[src/rtl/dmem_ctrl.sv]
// Two-port round-robin arbiter and access sequencer in front of the data memory.
// Sub-word stores become a word read-modify-write; bad requests get an error response without touching memory.
module dmem_ctrl #(
    parameter int unsigned DEPTH_WORDS = 64
) (
    input  logic        clk,
    input  logic        rst_n,

    input  logic        p0_req_valid,
    output logic        p0_req_ready,
    input  logic        p0_req_we,
    input  logic [31:0] p0_req_addr,
    input  logic [31:0] p0_req_wdata,
    input  logic [2:0]  p0_req_mask,
    output logic        p0_rsp_valid,
    output logic [31:0] p0_rsp_rdata,
    output logic        p0_rsp_err,

    input  logic        p1_req_valid,
    output logic        p1_req_ready,
    input  logic        p1_req_we,
    input  logic [31:0] p1_req_addr,
    input  logic [31:0] p1_req_wdata,
    input  logic [2:0]  p1_req_mask,
    output logic        p1_rsp_valid,
    output logic [31:0] p1_rsp_rdata,
    output logic        p1_rsp_err,

    output logic [31:0] dm_addr,
    output logic [31:0] dm_wr_data,
    output logic        dm_mem_wr,
    output logic        dm_mem_rd,
    output logic [2:0]  dm_mask,
    input  logic [31:0] dm_rdata
);

    localparam int unsigned DW = 32;
    localparam int unsigned MW = 3;
    localparam int unsigned IW = 30;

    localparam logic [MW-1:0] M_B  = 3'b000;
    localparam logic [MW-1:0] M_H  = 3'b001;
    localparam logic [MW-1:0] M_W  = 3'b010;
    localparam logic [MW-1:0] M_BU = 3'b100;
    localparam logic [MW-1:0] M_HU = 3'b101;

    typedef enum logic [2:0] {
        IDLE,
        LOAD,
        RMW_RD,
        RMW_WR,
        WSTORE,
        RESP
    } state_e;

    state_e          state_q, state_d;
    logic            last_q, last_d;
    logic            port_q, port_d;
    logic            we_q, we_d;
    logic [DW-1:0]   addr_q, addr_d;
    logic [DW-1:0]   wdata_q, wdata_d;
    logic [MW-1:0]   mask_q, mask_d;
    logic [DW-1:0]   word_q, word_d;
    logic [DW-1:0]   rdata_q, rdata_d;
    logic            err_q, err_d;

    logic            any_valid;
    logic            grant_port;
    logic            sel_we;
    logic [DW-1:0]   sel_addr;
    logic [DW-1:0]   sel_wdata;
    logic [MW-1:0]   sel_mask;
    logic            sel_bad;

    function automatic logic req_error(input logic [DW-1:0] a, input logic we, input logic [MW-1:0] m);
        logic bad;
        bad = (a[31:2] >= IW'(DEPTH_WORDS));
        case (m)
            M_B, M_BU: ;
            M_H, M_HU: bad = bad | a[0];
            M_W:       bad = bad | (a[1:0] != 2'b00);
            default:   bad = 1'b1;
        endcase
        bad = bad | (we & m[2]);
        return bad;
    endfunction

    function automatic logic [DW-1:0] load_ext(input logic [DW-1:0] w, input logic [1:0] a, input logic [MW-1:0] m);
        logic [7:0]    b;
        logic [15:0]   h;
        logic [DW-1:0] r;
        b = w[{a, 3'b000} +: 8];
        h = w[{a[1], 4'b0000} +: 16];
        case (m)
            M_B:     r = {{24{b[7]}}, b};
            M_BU:    r = {24'h000000, b};
            M_H:     r = {{16{h[15]}}, h};
            M_HU:    r = {16'h0000, h};
            default: r = w;
        endcase
        return r;
    endfunction

    function automatic logic [DW-1:0] lane_merge(input logic [DW-1:0] w, input logic [DW-1:0] d,
                                                 input logic [1:0] a, input logic [MW-1:0] m);
        logic [DW-1:0] r;
        r = w;
        if (m[1:0] == 2'b00) begin
            r[{a, 3'b000} +: 8] = d[7:0];
        end else begin
            r[{a[1], 4'b0000} +: 16] = d[15:0];
        end
        return r;
    endfunction

    // On a tie the port not served last time wins.
    assign any_valid  = p0_req_valid | p1_req_valid;
    assign grant_port = (p0_req_valid & p1_req_valid) ? ~last_q : p1_req_valid;
    assign sel_we     = grant_port ? p1_req_we    : p0_req_we;
    assign sel_addr   = grant_port ? p1_req_addr  : p0_req_addr;
    assign sel_wdata  = grant_port ? p1_req_wdata : p0_req_wdata;
    assign sel_mask   = grant_port ? p1_req_mask  : p0_req_mask;
    assign sel_bad    = req_error(sel_addr, sel_we, sel_mask);

    always_ff @(posedge clk) begin
        if (!rst_n) begin
            state_q <= IDLE;
            last_q  <= 1'b1;
            port_q  <= 1'b0;
            we_q    <= 1'b0;
            addr_q  <= '0;
            wdata_q <= '0;
            mask_q  <= '0;
            word_q  <= '0;
            rdata_q <= '0;
            err_q   <= 1'b0;
        end else begin
            state_q <= state_d;
            last_q  <= last_d;
            port_q  <= port_d;
            we_q    <= we_d;
            addr_q  <= addr_d;
            wdata_q <= wdata_d;
            mask_q  <= mask_d;
            word_q  <= word_d;
            rdata_q <= rdata_d;
            err_q   <= err_d;
        end
    end

    always_comb begin
        state_d = state_q;
        last_d  = last_q;
        port_d  = port_q;
        we_d    = we_q;
        addr_d  = addr_q;
        wdata_d = wdata_q;
        mask_d  = mask_q;
        word_d  = word_q;
        rdata_d = rdata_q;
        err_d   = err_q;

        p0_req_ready = 1'b0;
        p1_req_ready = 1'b0;
        p0_rsp_valid = 1'b0;
        p0_rsp_rdata = '0;
        p0_rsp_err   = 1'b0;
        p1_rsp_valid = 1'b0;
        p1_rsp_rdata = '0;
        p1_rsp_err   = 1'b0;
        dm_addr      = '0;
        dm_wr_data   = '0;
        dm_mem_wr    = 1'b0;
        dm_mem_rd    = 1'b0;
        dm_mask      = '0;

        case (state_q)
            IDLE: begin
                if (any_valid) begin
                    p0_req_ready = ~grant_port;
                    p1_req_ready = grant_port;
                    last_d  = grant_port;
                    port_d  = grant_port;
                    we_d    = sel_we;
                    addr_d  = sel_addr;
                    wdata_d = sel_wdata;
                    mask_d  = sel_mask;
                    rdata_d = '0;
                    err_d   = sel_bad;
                    if (sel_bad) begin
                        state_d = RESP;
                    end else if (!sel_we) begin
                        state_d = LOAD;
                    end else if (sel_mask == M_W) begin
                        state_d = WSTORE;
                    end else begin
                        state_d = RMW_RD;
                    end
                end
            end
            LOAD: begin
                dm_mem_rd = 1'b1;
                dm_mask   = mask_q;
                dm_addr   = addr_q;
                rdata_d   = load_ext(dm_rdata, addr_q[1:0], mask_q);
                state_d   = RESP;
            end
            RMW_RD: begin
                dm_mem_rd = 1'b1;
                dm_mask   = M_W;
                dm_addr   = {addr_q[31:2], 2'b00};
                word_d    = dm_rdata;
                state_d   = RMW_WR;
            end
            RMW_WR: begin
                dm_mem_wr  = 1'b1;
                dm_mask    = M_W;
                dm_addr    = {addr_q[31:2], 2'b00};
                dm_wr_data = lane_merge(word_q, wdata_q, addr_q[1:0], mask_q);
                state_d    = RESP;
            end
            WSTORE: begin
                dm_mem_wr  = 1'b1;
                dm_mask    = M_W;
                dm_addr    = addr_q;
                dm_wr_data = wdata_q;
                state_d    = RESP;
            end
            RESP: begin
                if (port_q) begin
                    p1_rsp_valid = 1'b1;
                    p1_rsp_rdata = rdata_q;
                    p1_rsp_err   = err_q;
                end else begin
                    p0_rsp_valid = 1'b1;
                    p0_rsp_rdata = rdata_q;
                    p0_rsp_err   = err_q;
                end
                state_d = IDLE;
            end
            default: state_d = IDLE;
        endcase

        // A reset cycle never handshakes, responds or touches memory.
        if (!rst_n) begin
            p0_req_ready = 1'b0;
            p1_req_ready = 1'b0;
            p0_rsp_valid = 1'b0;
            p0_rsp_rdata = '0;
            p0_rsp_err   = 1'b0;
            p1_rsp_valid = 1'b0;
            p1_rsp_rdata = '0;
            p1_rsp_err   = 1'b0;
            dm_addr      = '0;
            dm_wr_data   = '0;
            dm_mem_wr    = 1'b0;
            dm_mem_rd    = 1'b0;
            dm_mask      = '0;
        end
    end

endmodule
[config.mk]
export PLATFORM = sky130hd
export DESIGN_NAME = dmem_ctrl
export DESIGN_NICKNAME = d
export VERILOG_FILES = /design/src/rtl/dmem_ctrl.sv
export SDC_FILE = /design/constraint.sdc
export NUM_CORES = 1
export LEC_CHECK = 0
export ABC_AREA = 1
export ABC_CLOCK_PERIOD_IN_PS = 2610
export CORE_UTILIZATION = 30
export CTS_CLUSTER_SIZE = 40
export DETAILED_ROUTE_END_ITERATION = 16
export PLACE_DENSITY = 0.62
export SLEW_MARGIN = 25
export SYNTH_ARGS = -nofsm -noshare
export SYNTH_HDL_FRONTEND = slang
export SYNTH_SLANG_ARGS = --single-unit
[constraint.sdc]
create_clock -name clk -period 2.61 [get_ports clk]
set_input_delay 0.783 -clock clk [delete_from_list [all_inputs] [get_ports clk]]
set_output_delay 0.783 -clock clk [all_outputs]
set_load 0.005 [all_outputs]
# Yosys cells after proc, flatten, opt, wreduce, memory -nomap -nowiden
# Cells that the tools add are included.
dict set report classes {
  n_addsub 2
  eq_ne 13
  n_lt_le_gt_ge 1
  reduce_logical 16
  shift 6
  n_mux 51
  n_bitwise 8
}
# cell n
set ops {}
lappend ops {{$mux W32} 12}
lappend ops {{$pmux W32 S2} 3}
lappend ops {{$pmux W32 S4} 1}
lappend ops {{$bwmux W32} 2}
lappend ops {{$shift A16 B7 Y32 const A} 1}
lappend ops {{$shift A8 B7 Y32 const A} 1}
lappend ops {{$shiftx A16 B7 Y32} 1}
lappend ops {{$shiftx A32 B6 Y16} 1}
lappend ops {{$shiftx A32 B6 Y8} 1}
lappend ops {{$shiftx A8 B7 Y32} 1}
lappend ops {{$ge A30 B7 Y1 const B} 1}
lappend ops {{$mux W1} 24}
lappend ops {{$eq A3 B3 Y1 const B} 6}
lappend ops {{$mux W3} 6}
lappend ops {{$neg A5 Y7} 2}
lappend ops {{$reduce_or A2 Y1} 6}
lappend ops {{$eq A3 B1 Y1 const B} 3}
lappend ops {{$eq A3 B2 Y1 const B} 3}
lappend ops {{$logic_not A3 Y1} 3}
lappend ops {{$pmux W3 S3} 1}
lappend ops {{$pmux W3 S2} 1}
lappend ops {{$reduce_or A3 Y1} 2}
lappend ops {{$or A1 B1 Y1} 4}
lappend ops {{$reduce_and A2 Y1} 2}
lappend ops {{other kinds (6)} 9}
dict set report word_totals {
  elab_cells 106
  input_bits 172
  register_bits 137
  out_inout_bits 139
}

# Logic depth before layout (Yosys ltp)
# Gate-level depths: netlist (run 1).
dict set report depth {
  ltp_word 10
  depth_mapped 14
  mapped_depth_nobuf 13
}

# Least setup slack after synthesis (run 1)
# No wires, ideal clock.
dict set report synth_timing {
  kind {flip-flop to output port}
  from {reg addr_q[1]}
  to {out dm_wr_data[0]}
  path_buffers 3
  setup_slack_ns -0.186
  t_required_ns 1.827
  path_stages_with_launch 11
  arrival_ns 2.013
  cell_sequence {dfxtp_1 buf_4 inv_2 clkbuf_1 ha_1 clkbuf_1 nand4_1 o21bai_2 a22oi_1 a2bb2oi_1 nor2_1}
}
dict set report synth_via {
  elab_chain_cells 6
  elab_cells_between_ends 11
  classes_between {add/sub: 2; shift: 4; mux: 5}
}
# item line_no
set synth_lines {}
lappend synth_lines {{start: declaration} 60} ;# logic [DW-1:0] addr_q, addr_d;
lappend synth_lines {{start signal: assignment} 142} ;# addr_q <= addr_d;
lappend synth_lines {{$neg A5 Y7 (on tied branches)} {111, 109}}
lappend synth_lines {{$shiftx A16 B7 Y32 (tied with other cells)} 111} ;# r[{a[1], 4'b0000} +: 16] = d[15:0];
lappend synth_lines {{$bwmux W32 (on tied branches)} {111, 109}}
lappend synth_lines {{$mux W32 (*)} 108} ;# if (m[1:0] == 2'b00) begin
lappend synth_lines {{$pmux W32 S2 (*)} 177} ;# case (state_q)
lappend synth_lines {{$mux W32 (*)} 245} ;# if (!rst_n) begin
lappend synth_lines {{end: declaration} 30} ;# output logic [31:0] dm_wr_data,
# Every way passes the cells marked *; elsewhere a longest branch is shown, timed or not.

# Worst setup path in the final report (run 1)
dict set report layout_timing {
  from {reg addr_q[1]}
  to {out dm_wr_data[4]}
}
# Same word-level chain as after synthesis.

==> qor.yml, run 1 <==
critical_path:
  worstSetupStartpoint: "addr_q[1]"
  reg2reg_from: "state_q[0]"
  cp.required_ps: 1830
  critical_path_class: "flip-flop to primary output"
  start_kind: "flip-flop"
  arrival_ps: 2130
  worstPathCellList: "inv_6 > ha_4 > inv_4 > nand4_1 > o21bai_4 > buf_6 > buf_4 > a22oi_2 > a2bb2oi_1 > nor2_1 > buf_2"
  end_kind: "primary output"
  critical_path_buf_inv_count: 5
  crit_path_end: "dm_wr_data[4]"
  r2r-end: "addr_q[7]"
  cpMaxStageDelayCell: "dfxtp_4"
  reg2reg_slack_ps: 570
  max_stage_delay_ps: 370
  path_max_fanout: 5
  crit_cells: 11
  cp_top_family: "buffers and inverters"
  ff2ff_path_depth: 11
floorplan:
  core_area_mm2: 0.0272
  die_width_um: 169
  num_rows: 60
  dieArea_mm2: 0.0286
  ioPinCount: 311
  die_h_um: 169
  start_util_pct: 30.8
timing:
  skew_ps: 14.8
  finalSetupViolations: 98
  setup_ws_ps: -305
  fmax_ghz: 0.343
  grt_setup_unrepaired: "true"
  worstMarginPinSlew_ps: 598
  finalHoldViolations: 0
  max_slew_margin_pct: 60.1
  period_needed_ps: 2910
  post-route-period-util_pct: 112
  finalMaxSlewViolations: 0
placement:
  dp_hpwl_mm: 25.8
  routabilityCongestion: 0.942
  place_ws_ps: -514
  portBuffers: 310
finish:
  area_delta_synth_final_pct: 71.4
  final_common_cell: "nand2_1"
  final_cell_mix: "262 x nand2_1, 168 x clkdlybuf4s50_1, 160 x inv_1, 135 x a21oi_1, 132 x dfxtp_1"
  final_util_pct: 52.8
  drive_above_1_share_pct: 31.1
  finalNetCount: 1943
  n_antenna_cell: 0
route:
  top_layer: "met5"
  vias: 10748
  drt_iter0_drc: 910
  wl_met1_mm: 15.4
  wirelength_mm: 36.9
  wire_per_inst_um: 17.2
  drtPass1Iterations: 8
  avgViaCountPerCell: 5.00
  wl_met2_mm: 17.9
  ant_nets: 0
  dr_wl_met3_mm: 2.68
  remaining_drc_errors: 0
synthesis:
  synth.distinct_cells: 41
  syn_avg_cell_area_um2: 6.20
  syn-num-nets: 1528
  yosysWarnings: 0
  synth_edf_count: 0
  synthArstFlopShare_pct: 0
  ys_seq_area_share_pct: 32.7
  synth_area_mm2: 0.00838
  synth_seq_cells: 137
  synth_flop_cell: "dfxtp_1"
  synthCells: 1351
clock_network:
  cts_sinks: 137
  cts_tree: "built"
  h-tree-depth: 4
  cts_buffers: 17
  cts_hold_buffers: 0
  clk_latency_ps: 430
  clk_pin_slew_ps: 60
  cts.path.max_buffers: 2
  cts_root_buf: "clkbuf_16"
global_routing:
  grt_pass1_vias: 9902
  grt_first_pass_wirelength_mm: 53.3
  antenna_found_initial: 1
  grt_max_degree: 65
  overflow: 0
  track_usage_pct: 24.0
pwr:
  peakVddDrop_mv: 0.499
  power.leakage_uw: 0.00608
  power_density_mw_per_mm2: 550
status:
  violations: "setup timing"
  outcome: "complete, but fails checks"
hold_path:
  hp-class: "flip-flop to flip-flop"
  holdPathStages: 2
flow_run:
  drv_cap: 0
-- cell type report --
type / count / area, µm²
Tap cell: 372 / 465
Multi-Input combinational cell: 935 / 5430
Inverter: 184 / 719
Sequential cell: 137 / 2760
Clock buffer: 18 / 439
Fill cell: 2687 / 12800
Clock inverter: 14 / 184
Timing Repair Buffer: 491 / 4360
-- routing by layer --
metal	vias to the layer above	GRT usage (%)
met3	69	5.80
met5	-	0
li1	5247	-
met2	430	41.8
met1	5000	28.8
met4	2	7.91
-- worst reg2reg max path, cell delays in order, from the launching register on --
cell	delay (ps)
dfxtp_4	360
nor2_4	110
inv_2	50
buf_6	110
nor2_4	220
o21ai_4	110
buf_4	140
buf_4	240
inv_2	130
buf_12	220
o21ai_0	140
a31oi_1	170
-- synthesized netlist by cell type, types with 7 or more instances --
cell / number / share of area (%)
a21oi_1: 153 / 9.1
a22oi_1: 10 / 0.90
a2bb2oi_1: 8 / 0.84
a311oi_1: 7 / 0.73
a31oi_1: 9 / 0.67
buf_1: 9 / 0.40
buf_2: 19 / 1.1
clkbuf_1: 58 / 2.6
dfxtp_1: 137 / 33
inv_1: 171 / 7.7
inv_2: 9 / 0.40
nand2_1: 275 / 12
nand3_1: 65 / 3.9
nand3b_1: 12 / 1.1
nor2_1: 175 / 7.8
nor3_1: 14 / 0.84
nor4_1: 7 / 0.52
o211ai_1: 22 / 2.0
o21ai_0: 127 / 7.6
o221ai_1: 16 / 1.7
-- worst min-delay path by stage --
stage          startpoint   endpoint  slack [ps]
5_1_grt         word_q[1]  word_q[1]         470
3_3_place_gp    word_q[1]  word_q[1]         440
4_1_cts         word_q[1]  word_q[1]         460
6_report        word_q[1]  word_q[1]         450
2_1_floorplan   word_q[0]  word_q[0]         420
3_5_place_dp    word_q[7]  word_q[7]         450
-- power by group --
group,internal [µW],switching [µW]
Combinational,1300,1550
Clock,1550,1050
Sequential,2300,133
-- registers in the layout, summed over array words and instances, names as in the netlist --
register and count:
addr_q 32, mask_q 3, port_q 1, wdata_q 32, last_q 1, state_q 3, word_q 32, err_q 1
rdata_q 32
-- cells by family (layout without fill, tap and decap cells) --
kind of cell             count (synthesis)  count (layout)  share of synthesized area [%]
buffers and inverters                  279             707                           13.4
flip-flops                             137             137                           32.7
adder cells (fa/ha/maj)                  5               5                          0.747
AND/OR/NAND/NOR                        559             559                           27.8
AO/OA/AOI/OAI                          371             371                           25.3
-- repair_timing --
action / 4_1_cts / 5_1_grt
gates resized for setup: 416 / 358
setup endpoints to repair: 139 / 139
buffers inserted: 17 / 34
cloned: 2 / 9
pin swaps: 63 / 63
-- stage by stage --
stage	power (µW)	cells	hold slack, ps	setup TNS (ps)	cell area, µm²
5_1_grt	8280	2151	469	-21720	14400
6_report	7890	2151	451	-9650	14400
3_5_place_dp	4680	2058	447	-42930	12500
2_1_floorplan	3620	1351	424	0	8390
3_3_place_gp	4660	2058	444	-36350	12500
4_1_cts	7580	2109	456	-18670	13700
Power figures use the tool's default switching activity.
==> inputs of run 2 (changes only) <==
CORE_UTILIZATION = 28   (was 30)
PLACE_DENSITY = 0.63   (was 0.62)
SKIP_CTS_REPAIR_TIMING = 1   (was not set)
==> qor.yml, run 2 (synthesis gave the netlist of run 1 again) <==
finish:
  final_common_cell: "nand2_1"
  stdcell_count: 2138  # -0.60%
  final_cell_mix: "264 x nand2_1, 171 x clkdlybuf4s50_1, 163 x inv_1, 135 x a21oi_1, 134 x nor2_1"
  fillerInstances: 2986  # +11%
  n_antenna_cell: 0  # unchanged
  final_area_mm2: 0.0138  # -3.9%
  drive_above_1_share_pct: 24.7  # -6.4 points
  finalNetCount: 1919  # -1.2%
  area_delta_synth_final_pct: 64.6
timing:
  setup_ws_ps: -412  # -107 ps
  fmax_ghz: 0.331  # -3.6%
  finalMaxSlewViolations: 0  # unchanged
  post-route-period-util_pct: 116  # +4.1 points
  finalHoldViolations: 0  # unchanged
  worstMarginPinSlew_ps: 580  # -17.3 ps
  skew_ps: 15.8  # +1.02 ps
  finalSetupViolations: 93  # -5.1%
  grt_setup_unrepaired: "true"
  finalSetupTns_ps: -14140  # -4490 ps
  max_slew_margin_pct: 61.3  # +1.2 points
  period_needed_ps: 3020  # +107 ps
placement:
  routabilityCongestion: 0.921  # -2.3%
  dp.cells: 2074  # +0.78%
  portBuffers: 310  # unchanged
  dp_hpwl_mm: 26.7  # +3.4%
  placed_area_mm2: 0.0126  # +0.62%
floorplan:
  ioPinCount: 311  # unchanged
  die_h_um: 175  # +3.5%
  dieArea_mm2: 0.0306  # +7.1%
  core_area_mm2: 0.0291  # +7.0%
  start_util_pct: 28.8  # -2.0 points
  num_rows: 62  # +3.3%
  die_width_um: 175  # +3.5%
global_routing:
  overflow: 0  # unchanged
  grt_pass1_vias: 9948  # +0.46%
  antenna_found_initial: 1  # unchanged
  track_usage_pct: 22.4  # -1.6 points
  grt_max_degree: 66  # +1.5%
  grt_first_pass_wirelength_mm: 53.4  # +0.20%
clock_network:
  clk_latency_ps: 430  # about the same
  cts_sinks: 137  # unchanged
  cts.path.max_buffers: 2  # unchanged
  clk_pin_slew_ps: 60  # about the same
  cts_root_buf: "clkbuf_16"
  h-tree-depth: 4  # unchanged
  cts_buffers: 17  # unchanged
  cts_tree: "built"
hold_path:
  hp-class: "flip-flop to flip-flop"
  min_from: "word_q[4]"
flow_run:
  drv_cap: 0  # unchanged
critical_path:
  cp.required_ps: 1830  # about the same
  critical_path_class: "flip-flop to primary output"
  end_kind: "primary output"
  worstSetupStartpoint: "addr_q[1]"
  reg2reg_from: "last_q"
  arrival_ps: 2240  # +110 ps
  path_max_fanout: 4  # -1
  start_kind: "flip-flop"
route:
  remaining_drc_errors: 0  # unchanged
  wire_per_inst_um: 17.2  # about the same
  vias: 10558  # -1.8%
  drt_iter0_drc: 707  # -22%
  wirelength_mm: 36.7  # -0.57%
  drtPass1Iterations: 8  # unchanged
  ant_nets: 0  # unchanged
  avgViaCountPerCell: 4.94  # -1.2%
pwr:
  power_density_mw_per_mm2: 541  # -1.5%
  peakVddDrop_mv: 0.476  # -4.6%
  p_total_uw: 7460  # -5.4%
  power.leakage_uw: 0.00632  # +3.9%
status:
  violations: "setup timing"
  outcome: "complete, but fails checks"
-- run 2: critical path, stage by stage (launching register included) --
cell and delay [ps]:
dfxtp_2 360, inv_4 60, ha_4 260, inv_2 60, nand4_1 150, o21bai_4 180
buf_6 120, buf_6 90, a22oi_2 40, a2bb2oi_1 130, nor2_1 210, buf_2 160
-- run 2: report_power, final --
| group | internal (µW) | switching, µW | total, µW |
|---|---|---|---|
| sequential | 2300 | 125 | 2430 |
| combinational | 1160 | 1420 | 2580 |
| clock | 1410 | 1050 | 2460 |
| total | 4870 | 2590 | 7460 |
-- run 2: cell type report --
type                            count  area [µm²]  area share (%)
Timing Repair Buffer              467        4230            30.6
Tap cell                          384         480            3.48
Inverter                          184         696            5.04
Clock buffer                       17         425            3.09
Clock inverter                     14         150            1.09
Multi-Input combinational cell    935        5060            36.7
Sequential cell                   137        2750            20.0
-- run 2: metrics by stage --
| stage | worst slack [ps] | utilization [%] | hold slack [ps] |
|---|---|---|---|
| after floorplan | 27.3 | - | 424 |
| after global placement | -598 | 43.4 | 440 |
| after detailed placement | -608 | 43.4 | 445 |
| after CTS | -820 | 45.3 | 454 |
| after global routing | -431 | 47.4 | 468 |
| final | -412 | 47.4 | 455 |
-- run 2: worst paths after layout --
check | to | slack [ps] | cells past startpoint
worst min-delay path | word_q[4] | 460 | 2
worst max register to register | state_q[1] | 530 | 14
worst min register to register | word_q[4] | 460 | 2
worst max-delay path | dm_wr_data[5] | -410 | 11
-- run 2: layer usage --
layer / up-vias / routed length, µm / GRT usage (%)
met5: - / 17 / 0
met4: 2 / 842 / 6.09
met3: 58 / 2480 / 4.96
met2: 400 / 18300 / 40.1
met1: 4901 / 15000 / 26.6
li1: 5197 / - / -
